### src/rtl/mips_pkg.sv
// Shared types and constants for the MEM-stage memory access sequencer.
package mips_pkg;

  typedef enum logic [1:0] {
    IDLE = 2'd0,
    WAIT = 2'd1,
    DONE = 2'd2
  } mem_state_e;

  localparam logic [31:0] MEM_ERR_DATA = 32'hDEADBEEF;

  function automatic logic [31:0] word_align(input logic [31:0] addr);
    return {addr[31:2], 2'b00};
  endfunction

endpackage

### src/rtl/mem_timeout_ctr.sv
// Wait-cycle counter for an outstanding memory access; 'expired' flags the last allowed cycle.
module mem_timeout_ctr
#(
  parameter int TIMEOUT = 16
)
(
  input  logic clock,
  input  logic resetn,
  input  logic clear_i,
  input  logic en_i,
  output logic expired_o
);

  localparam int CW = $clog2(TIMEOUT) + 1;

  logic [CW-1:0] cnt_q;

  // NOTE: sequential state is written only with non-blocking assignments so every
  // flop samples pre-edge values regardless of block evaluation order.
  always_ff @(posedge clock or negedge resetn) begin
    if (!resetn) begin
      cnt_q <= '0;
    end else if (clear_i) begin
      cnt_q <= '0;
    end else if (en_i) begin
      cnt_q <= cnt_q + CW'(1);
    end
  end

  assign expired_o = (cnt_q == CW'(TIMEOUT - 1));

endmodule

### src/rtl/mem_access_ctrl.sv
// MEM-stage sequencer: drives the req/ack data-memory handshake, stalls the upstream
// pipeline, bubbles MEM/WB until load data is ready, and flags timeout/misalignment.
module mem_access_ctrl
  import mips_pkg::*;
#(
  parameter int          TIMEOUT  = 16,
  parameter logic [31:0] ERR_DATA = MEM_ERR_DATA
)
(
  input  logic        clock,
  input  logic        resetn,
  input  logic        mm2reg,
  input  logic        mwmem,
  input  logic [31:0] maddr,
  input  logic [31:0] mdi,
  input  logic        dmem_ack,
  input  logic [31:0] dmem_rdata,
  output logic        dmem_req,
  output logic        dmem_we,
  output logic [31:0] dmem_addr,
  output logic [31:0] dmem_wdata,
  output logic [31:0] mdo,
  output logic        stall,
  output logic        memwb_bubble,
  output logic        bus_err,
  output logic        align_err
);

  mem_state_e  state_q, state_d;
  logic [31:0] mdo_q, mdo_d;
  logic        bus_err_q, bus_err_d;
  logic        align_err_q, align_err_d;

  logic access, is_load, aligned;
  logic ctr_en, ctr_clear, expired;

  // Gating with resetn keeps req/stall low while reset is asserted even if the
  // pipeline still presents a memory instruction.
  assign access  = (mm2reg | mwmem) & resetn;
  assign is_load = mm2reg & ~mwmem;
  assign aligned = (maddr[1:0] == 2'b00);

  mem_timeout_ctr #(
    .TIMEOUT (TIMEOUT)
  ) u_timeout (
    .clock     (clock),
    .resetn    (resetn),
    .clear_i   (ctr_clear),
    .en_i      (ctr_en),
    .expired_o (expired)
  );

  assign ctr_clear = (state_q != WAIT);

  // NOTE: every signal driven here gets a default first, so no path can infer a latch.
  always_comb begin
    state_d     = state_q;
    mdo_d       = mdo_q;
    bus_err_d   = bus_err_q;
    align_err_d = align_err_q;
    dmem_req    = 1'b0;
    stall       = 1'b0;
    ctr_en      = 1'b0;

    case (state_q)
      IDLE: begin
        if (access) begin
          stall = 1'b1;
          if (aligned) begin
            dmem_req = 1'b1;
            state_d  = WAIT;
          end else begin
            align_err_d = 1'b1;
            state_d     = DONE;
          end
        end
      end
      WAIT: begin
        dmem_req = 1'b1;
        stall    = 1'b1;
        if (dmem_ack) begin
          if (is_load) mdo_d = dmem_rdata;
          state_d = DONE;
        end else if (expired) begin
          if (is_load) mdo_d = ERR_DATA;
          bus_err_d = 1'b1;
          state_d   = DONE;
        end else begin
          ctr_en = 1'b1;
        end
      end
      // Same instruction is still presented in DONE; it retires this edge.
      DONE:    state_d = IDLE;
      default: state_d = IDLE;
    endcase
  end

  always_ff @(posedge clock or negedge resetn) begin
    if (!resetn) begin
      state_q     <= IDLE;
      mdo_q       <= '0;
      bus_err_q   <= 1'b0;
      align_err_q <= 1'b0;
    end else begin
      state_q     <= state_d;
      mdo_q       <= mdo_d;
      bus_err_q   <= bus_err_d;
      align_err_q <= align_err_d;
    end
  end

  assign memwb_bubble = stall;
  assign dmem_we      = dmem_req & mwmem;
  assign dmem_addr    = dmem_req ? word_align(maddr) : 32'h0;
  assign dmem_wdata   = dmem_we ? mdi : 32'h0;
  assign mdo          = mdo_q;
  assign bus_err      = bus_err_q;
  assign align_err    = align_err_q;

endmodule
### config.mk
export PLATFORM = sky130hd
export DESIGN_NAME = mem_access_ctrl
export DESIGN_NICKNAME = d
export VERILOG_FILES = /design/src/rtl/mips_pkg.sv /design/src/rtl/mem_timeout_ctr.sv /design/src/rtl/mem_access_ctrl.sv
export SDC_FILE = /design/constraint.sdc
export NUM_CORES = 1
export LEC_CHECK = 0
export ABC_AREA = 1
export BUFFER_PORTS_ARGS = -buffer_cell sky130_fd_sc_hd__buf_2
export CAP_MARGIN = 20
export CORE_MARGIN = 8
export CORE_UTILIZATION = 36
export CTS_CLUSTER_DIAMETER = 100
export DETAILED_ROUTE_END_ITERATION = 12
export GPL_TIMING_DRIVEN = 0
export PLACE_DENSITY = 0.78
export SLEW_MARGIN = 15
export SYNTH_ARGS = -nofsm -noshare
export SYNTH_HDL_FRONTEND = slang
export SYNTH_SLANG_ARGS = --single-unit
### constraint.sdc
create_clock -name clock -period 1.7 [get_ports clock]
set_clock_uncertainty 0.15 [all_clocks]
set_input_delay 0.34 -clock clock [delete_from_list [all_inputs] [get_ports clock]]
set_output_delay 0.34 -clock clock [all_outputs]
set_load 0.02 [all_outputs]
# Word-level counts from Yosys, hierarchy flattened
# Index checks and enable logic that the tools add are counted.
[op_classes] mux=21 n_eq_ne=5 n_bitwise=7 reduce_logical=8 n_addsub=1
[op_table] operator="32-bit two-way mux" count=6
[op_table] operator="5-bit two-way mux" count=2
[op_table] operator="3-bit AND reduction" count=3
[op_table] operator="2-bit two-way mux" count=4
[op_table] operator="1-bit two-way mux" count=6
[op_table] operator="5-bit by 1-bit adder with 5-bit output, second input constant" count=1
[op_table] operator="5-bit by 4-bit == test with 1-bit output, second input constant" count=1
[op_table] operator="2-bit logical NOT" count=2
[op_table] operator="1-bit one-hot mux with 2 select lines" count=2
[op_table] operator="2-bit one-hot mux with 2 select lines" count=1
[op_table] operator="2-bit nonzero test" count=2
[op_table] operator="1-bit AND" count=3
[op_table] operator="3-bit inequality test, second input constant" count=1
[op_table] operator="1-bit NOT" count=3
[op_table] operator="2-bit by 1-bit == test with 1-bit output, second input constant" count=1
[op_table] operator="2-bit by 1-bit inequality test with 1-bit output, second input constant" count=1
[op_table] operator="2-bit inequality test, second input constant" count=1
[op_table] operator="2-bit AND reduction" count=1
[op_table] operator="1-bit OR" count=1
[word_totals] in_bits=101 regBits=41 out_inout_bits=102 elab_cells=47

# Depth between registers and ports, before layout
[logic_depth] depth_word=6 depth_mapped=9 depth_no_buf=9

# Cells and area by module
# From an unflattened synthesis, not the netlist that was laid out.
[unflattened] cells_unflattened=337 area_unflattened_um2=2477.4
[by_module_without_submodules] module="mem_access_ctrl" n_inst=1 cells_each=307 area_per_inst_um2=2207.1
[by_module_without_submodules] module="mem_timeout_ctr" n_inst=1 cells_each=30 area_per_inst_um2=270.3

# Worst setup path before layout
# OpenSTA, ideal clock, no wires.
[synth_timing] path_kind="flip-flop to flip-flop" start="register u_timeout.cnt_q[0]" end="register mdo_q[10], in the netlist mdo[10]" period_less_slack_ns=1.802 path_stages_with_launch=9 required_time_ns=1.430 t_arrival_ns=1.533 slack_ns=-0.102 cell_sequence="dfrtp_1 > ha_1 > and3_1 > ha_1 > nor2_4 > nor2_4 > nand3_4 > buf_6 > o21ai_2"
[synth_via] elab_chain_len=3
[synth_lines] item="start, declared" line="mem_timeout_ctr.sv:16" source="logic [CW-1:0] cnt_q;"
[synth_lines] item="start signal, assigned" line="mem_timeout_ctr.sv:26" source="cnt_q <= cnt_q + CW'(1);"
[synth_lines] item="5-bit by 4-bit == test with 1-bit output" line="mem_timeout_ctr.sv:30" source="assign expired_o = (cnt_q == CW'(TIMEOUT - 1));"
[synth_lines] item="2-bit nonzero test (no source line)"
[synth_lines] item="3-bit AND reduction (no source line)"
[synth_lines] item="end signal, assigned" line="mem_access_ctrl.sv:106" source="mdo_q <= mdo_d;"
[synth_lines] item="end, declared" line="mem_access_ctrl.sv:30" source="logic [31:0] mdo_q, mdo_d;"
# No other way between the ends.
# A chain may end at the register's enable or synchronous reset.

# Final worst setup path
[layout_timing] start="register state_q[0]" end="output port dmem_wdata[28]"
[layout_via] elab_chain_len=4 word_cells_on_any_way=5 cone_classes="1 x eq/ne; 2 x mux; 1 x bitwise; 1 x reduce/logical"
[layout_lines] item="start, declared" line="mem_access_ctrl.sv:29" source="mem_state_e state_q, state_d;"
[layout_lines] item="start signal, assigned" line="mem_access_ctrl.sv:105" source="state_q <= state_d;"
[layout_lines] item="2-bit by 1-bit == test with 1-bit output / 2-bit logical NOT (equally long branches)" line="mem_access_ctrl.sv:65" source="case (state_q)"
[layout_lines] item="1-bit one-hot mux with 2 select lines *" line="mem_access_ctrl.sv:65"
[layout_lines] item="1-bit AND *" line="mem_access_ctrl.sv:113" source="assign dmem_we = dmem_req & mwmem;"
[layout_lines] item="32-bit two-way mux *" line="mem_access_ctrl.sv:115" source="assign dmem_wdata = dmem_we ? mdi : 32'h0;"
[layout_lines] item="end, declared" line="mem_access_ctrl.sv:21" source="output logic [31:0] dmem_wdata,"
# Every way passes the cells marked *; elsewhere a longest branch is shown, timed or not.

==> flow_summary.ini <==
[critical_path]
r2r_setup_slack_ps = -260
r2r-end = mdo[30]
cpMaxStageDelayCell = dfrtp_1
cp-end-kind = primary output
r2r_cells = 8
crit_path_start_kind = flop
arrival_ps = 1660
path_max_fanout = 7
cp.required_ps = 1210
crit_chain = inv_2 -> nand2_2 -> nor2_2 -> nand2_2 -> nand2_4 -> nand2_8 -> buf_12 -> nor2_4 -> buf_6
critPathMaxStageDelay_ps = 400
setup.worst_path.class = reg -> out
cpMostUsedCell = nand2_2
worst-path-buf-inv = 3
cp.depth = 9
r2r-start = u_timeout.cnt_q[0]
path_delay_family = simple AND/OR/NAND/NOR gates

[grt]
antenna_found_initial = 3
first_global_vias = 3329
grt_max_degree = 22
grt_use_total_pct = 21.73
grt_pass1_wl_um = 17260
overflow = 0

[timing]
slew_violations = 0
fin_tns_setup_ps = -33230
setup_slack_ps = -445.1
fin_crit_ps = 2145
finalSetupViolations = 102
finalHoldViolations = 0
fmax_mhz = 466.2
worstMarginPinSlew_ps = 924.4
finalCritPeriodShare_pct = 126.2
maxSlewHeadroom_pct = 38.17
rsz0062_at_grt = yes

[power]
power_mw = 4.860
powerDensity_nw_per_um2 = 926.8
max-vdd-ir-drop_mv = 0.9417
leakagePower_nw = 2.804

[logic_synthesis]
async_flop_share_pct = 100.0
synth_edf_count = 0
avgSynthCellArea_um2 = 7.639
synth.yosys.seq_area_share_pct = 40.45
syn-cell-area_um2 = 2536
synthFlopType = dfrtp_1
synth_seq_cells = 41
ys_types = 25
synthCells = 332
synth_warnings = 0

[floorplanning]
dieWidth_um = 99.94
ios = 203
core_um2 = 6794
initial_utilization_pct = 37.33
fp.dieH_um = 99.94
die_area_um2 = 9987
rows = 30

[drt]
routedWlPerCell_um = 18.08
drtPass1Iterations = 4
vias = 3121
drtAntennaViolNets = 0
drt-initial-drc-count = 94
drc = 0
drt-total-wl_um = 12130
viasPerCell = 4.651

[cells_and_area]
multi_input_area_um2 = 1695
fillers = 417
fin_util_pct = 77.18
drive_gt1_share_pct = 71.33
regArea_um2 = 1026
fin_cells = 671
nNetsFinal = 674
syn_to_final_growth_pct = 106.8

[hold_path]
hold_depth = 3
min_to = mdo[14]
hp-class = in -> reg
hold_start = dmem_rdata[14]

[cts]
htree_levels = 2
clock-sinks = 41
cts_buffers = 5
cts_tree = built
insertion_delay_ps = 290
cts_root_buffer = clkbuf_8
clk_path_buf_depth = 2
path_clk_slew_ps = 80

[run]
maxCapViolCount = 0

[place]
hpwl_um = 7566
place.gp.congestion = 0.8713
io_buffers = 199
place_inst = 628

[run_status]
status = complete, but fails checks
violations = negative setup slack
-- layout by cell type (no fill, tap or decap), types with 2 or more instances in the layout --
cell | synthesis | final
nand2_1 | 55 | 15
nor2_1 | 62 | 27
nand2_2 | 2 | 33
buf_16 | 0 | 4
nor2_4 | 2 | 63
diode_2 | 0 | 3
buf_6 | 10 | 52
clkbuf_1 | 1 | 2
conb_1 | 1 | 2
clkbuf_16 | 0 | 4
nor2_2 | 30 | 4
o21ai_2 | 32 | 34
buf_2 | 4 | 134
nand2_4 | 2 | 10
clkbuf_8 | 0 | 6
dfrtp_1 | 41 | 41
nand3_4 | 1 | 3
inv_1 | 72 | 69
buf_12 | 0 | 8
inv_2 | 2 | 4
buf_4 | 3 | 40
dlygate4sd3_1 | 0 | 2
-- flip-flops by register name (all words and copies together) (netlist names) --
signal           flops
mdo                 32
u_timeout.cnt_q      5
state_q              2
align_err            1
bus_err              1
-- stage by stage --
step | cell area [um2] | hold WS, ps | setup slack (ps)
6_report | 5244 | 143.1 | -445.1
5_1_grt | 5244 | 139.0 | -494.3
4_1_cts | 4928 | 141.4 | -408.7
3_5_place_dp | 4090 | 312.4 | -1015
3_3_place_gp | 4090 | 289.4 | -986.5
2_1_floorplan | 2974 | -105.6 | -87.20
-- Yosys cell counts, types with 3 or more instances --
cell type  instances  share of area (%)
buf_2              4               0.79
buf_4              3               0.89
buf_6             10                4.4
dfrtp_1           41                 40
inv_1             72                 11
nand2_1           55                8.1
nor2_1            62                9.2
nor2_2            30                7.4
o21ai_0            3               0.59
o21ai_2           32                 11
-- worst max-delay path by stage --
stage	from	endpoint	slack, ps
2_1_floorplan	u_timeout.cnt_q[0]	mdo[19]	-90
3_3_place_gp	resetn	dmem_wdata[8]	-990
3_5_place_dp	resetn	dmem_wdata[8]	-1010
4_1_cts	state_q[0]	dmem_addr[21]	-410
5_1_grt	state_q[0]	dmem_wdata[23]	-490
6_report	state_q[0]	dmem_wdata[28]	-450
-- routing by layer --
layer | vias to the layer above | global-route usage, % | wire length, um
met5 | - | 0 | 0
met4 | 0 | 9.197 | 466
met3 | 32 | 7.474 | 1131
met2 | 167 | 39.40 | 6214
met1 | 1473 | 22.10 | 4319
li1 | 1449 | - | -
-- cell type report --
cell class	count	area share, %
repair buffers	229	33.31
multi-input cells	202	32.33
flip-flops and latches	41	19.57
inverters	74	5.345
plain buffers	18	4.796
well taps	96	2.291
clock buffers	7	1.646
clock inverters	1	0.5727
diodes	3	0.1432
-- power breakdown --
part	internal [mW]	switching (mW)
Sequential	1.29	0.256
Combinational	1.07	1.44
Clock	0.479	0.333
Total	2.83	2.03
-- cell families (layout without fill, tap and decap cells) --
family	Yosys count	in the layout	share of synthesized area [%]
adders and majority gates	2	2	0.9865
AOI/OAI and AO/OA	39	39	12.73
and+or+nand+nor	156	158	28.12
xor gates and xnor gates	1	1	0.3454
other	1	5	0.1479
DFF	41	41	40.45
buffers and inverters	92	329	17.22
-- worst reg2reg max path, stage by stage (launching register included) --
cell and delay [ps]:
dfrtp_1 380, ha_2 200, and3_4 200, ha_4 140
nor2_4 40, nor2_4 240, nand3_4 220, buf_12 200
o21ai_2 130
-- timing repair --
action,CTS,global route
gates resized for setup,154,48
setup buffers,13,5
hold buffers,2,0
cloned,9,4
hold endpoints to repair,41,0
setup endpoints to repair,99,104
pin swaps,10,10
No activity file was read; power rests on OpenSTA's default activity.
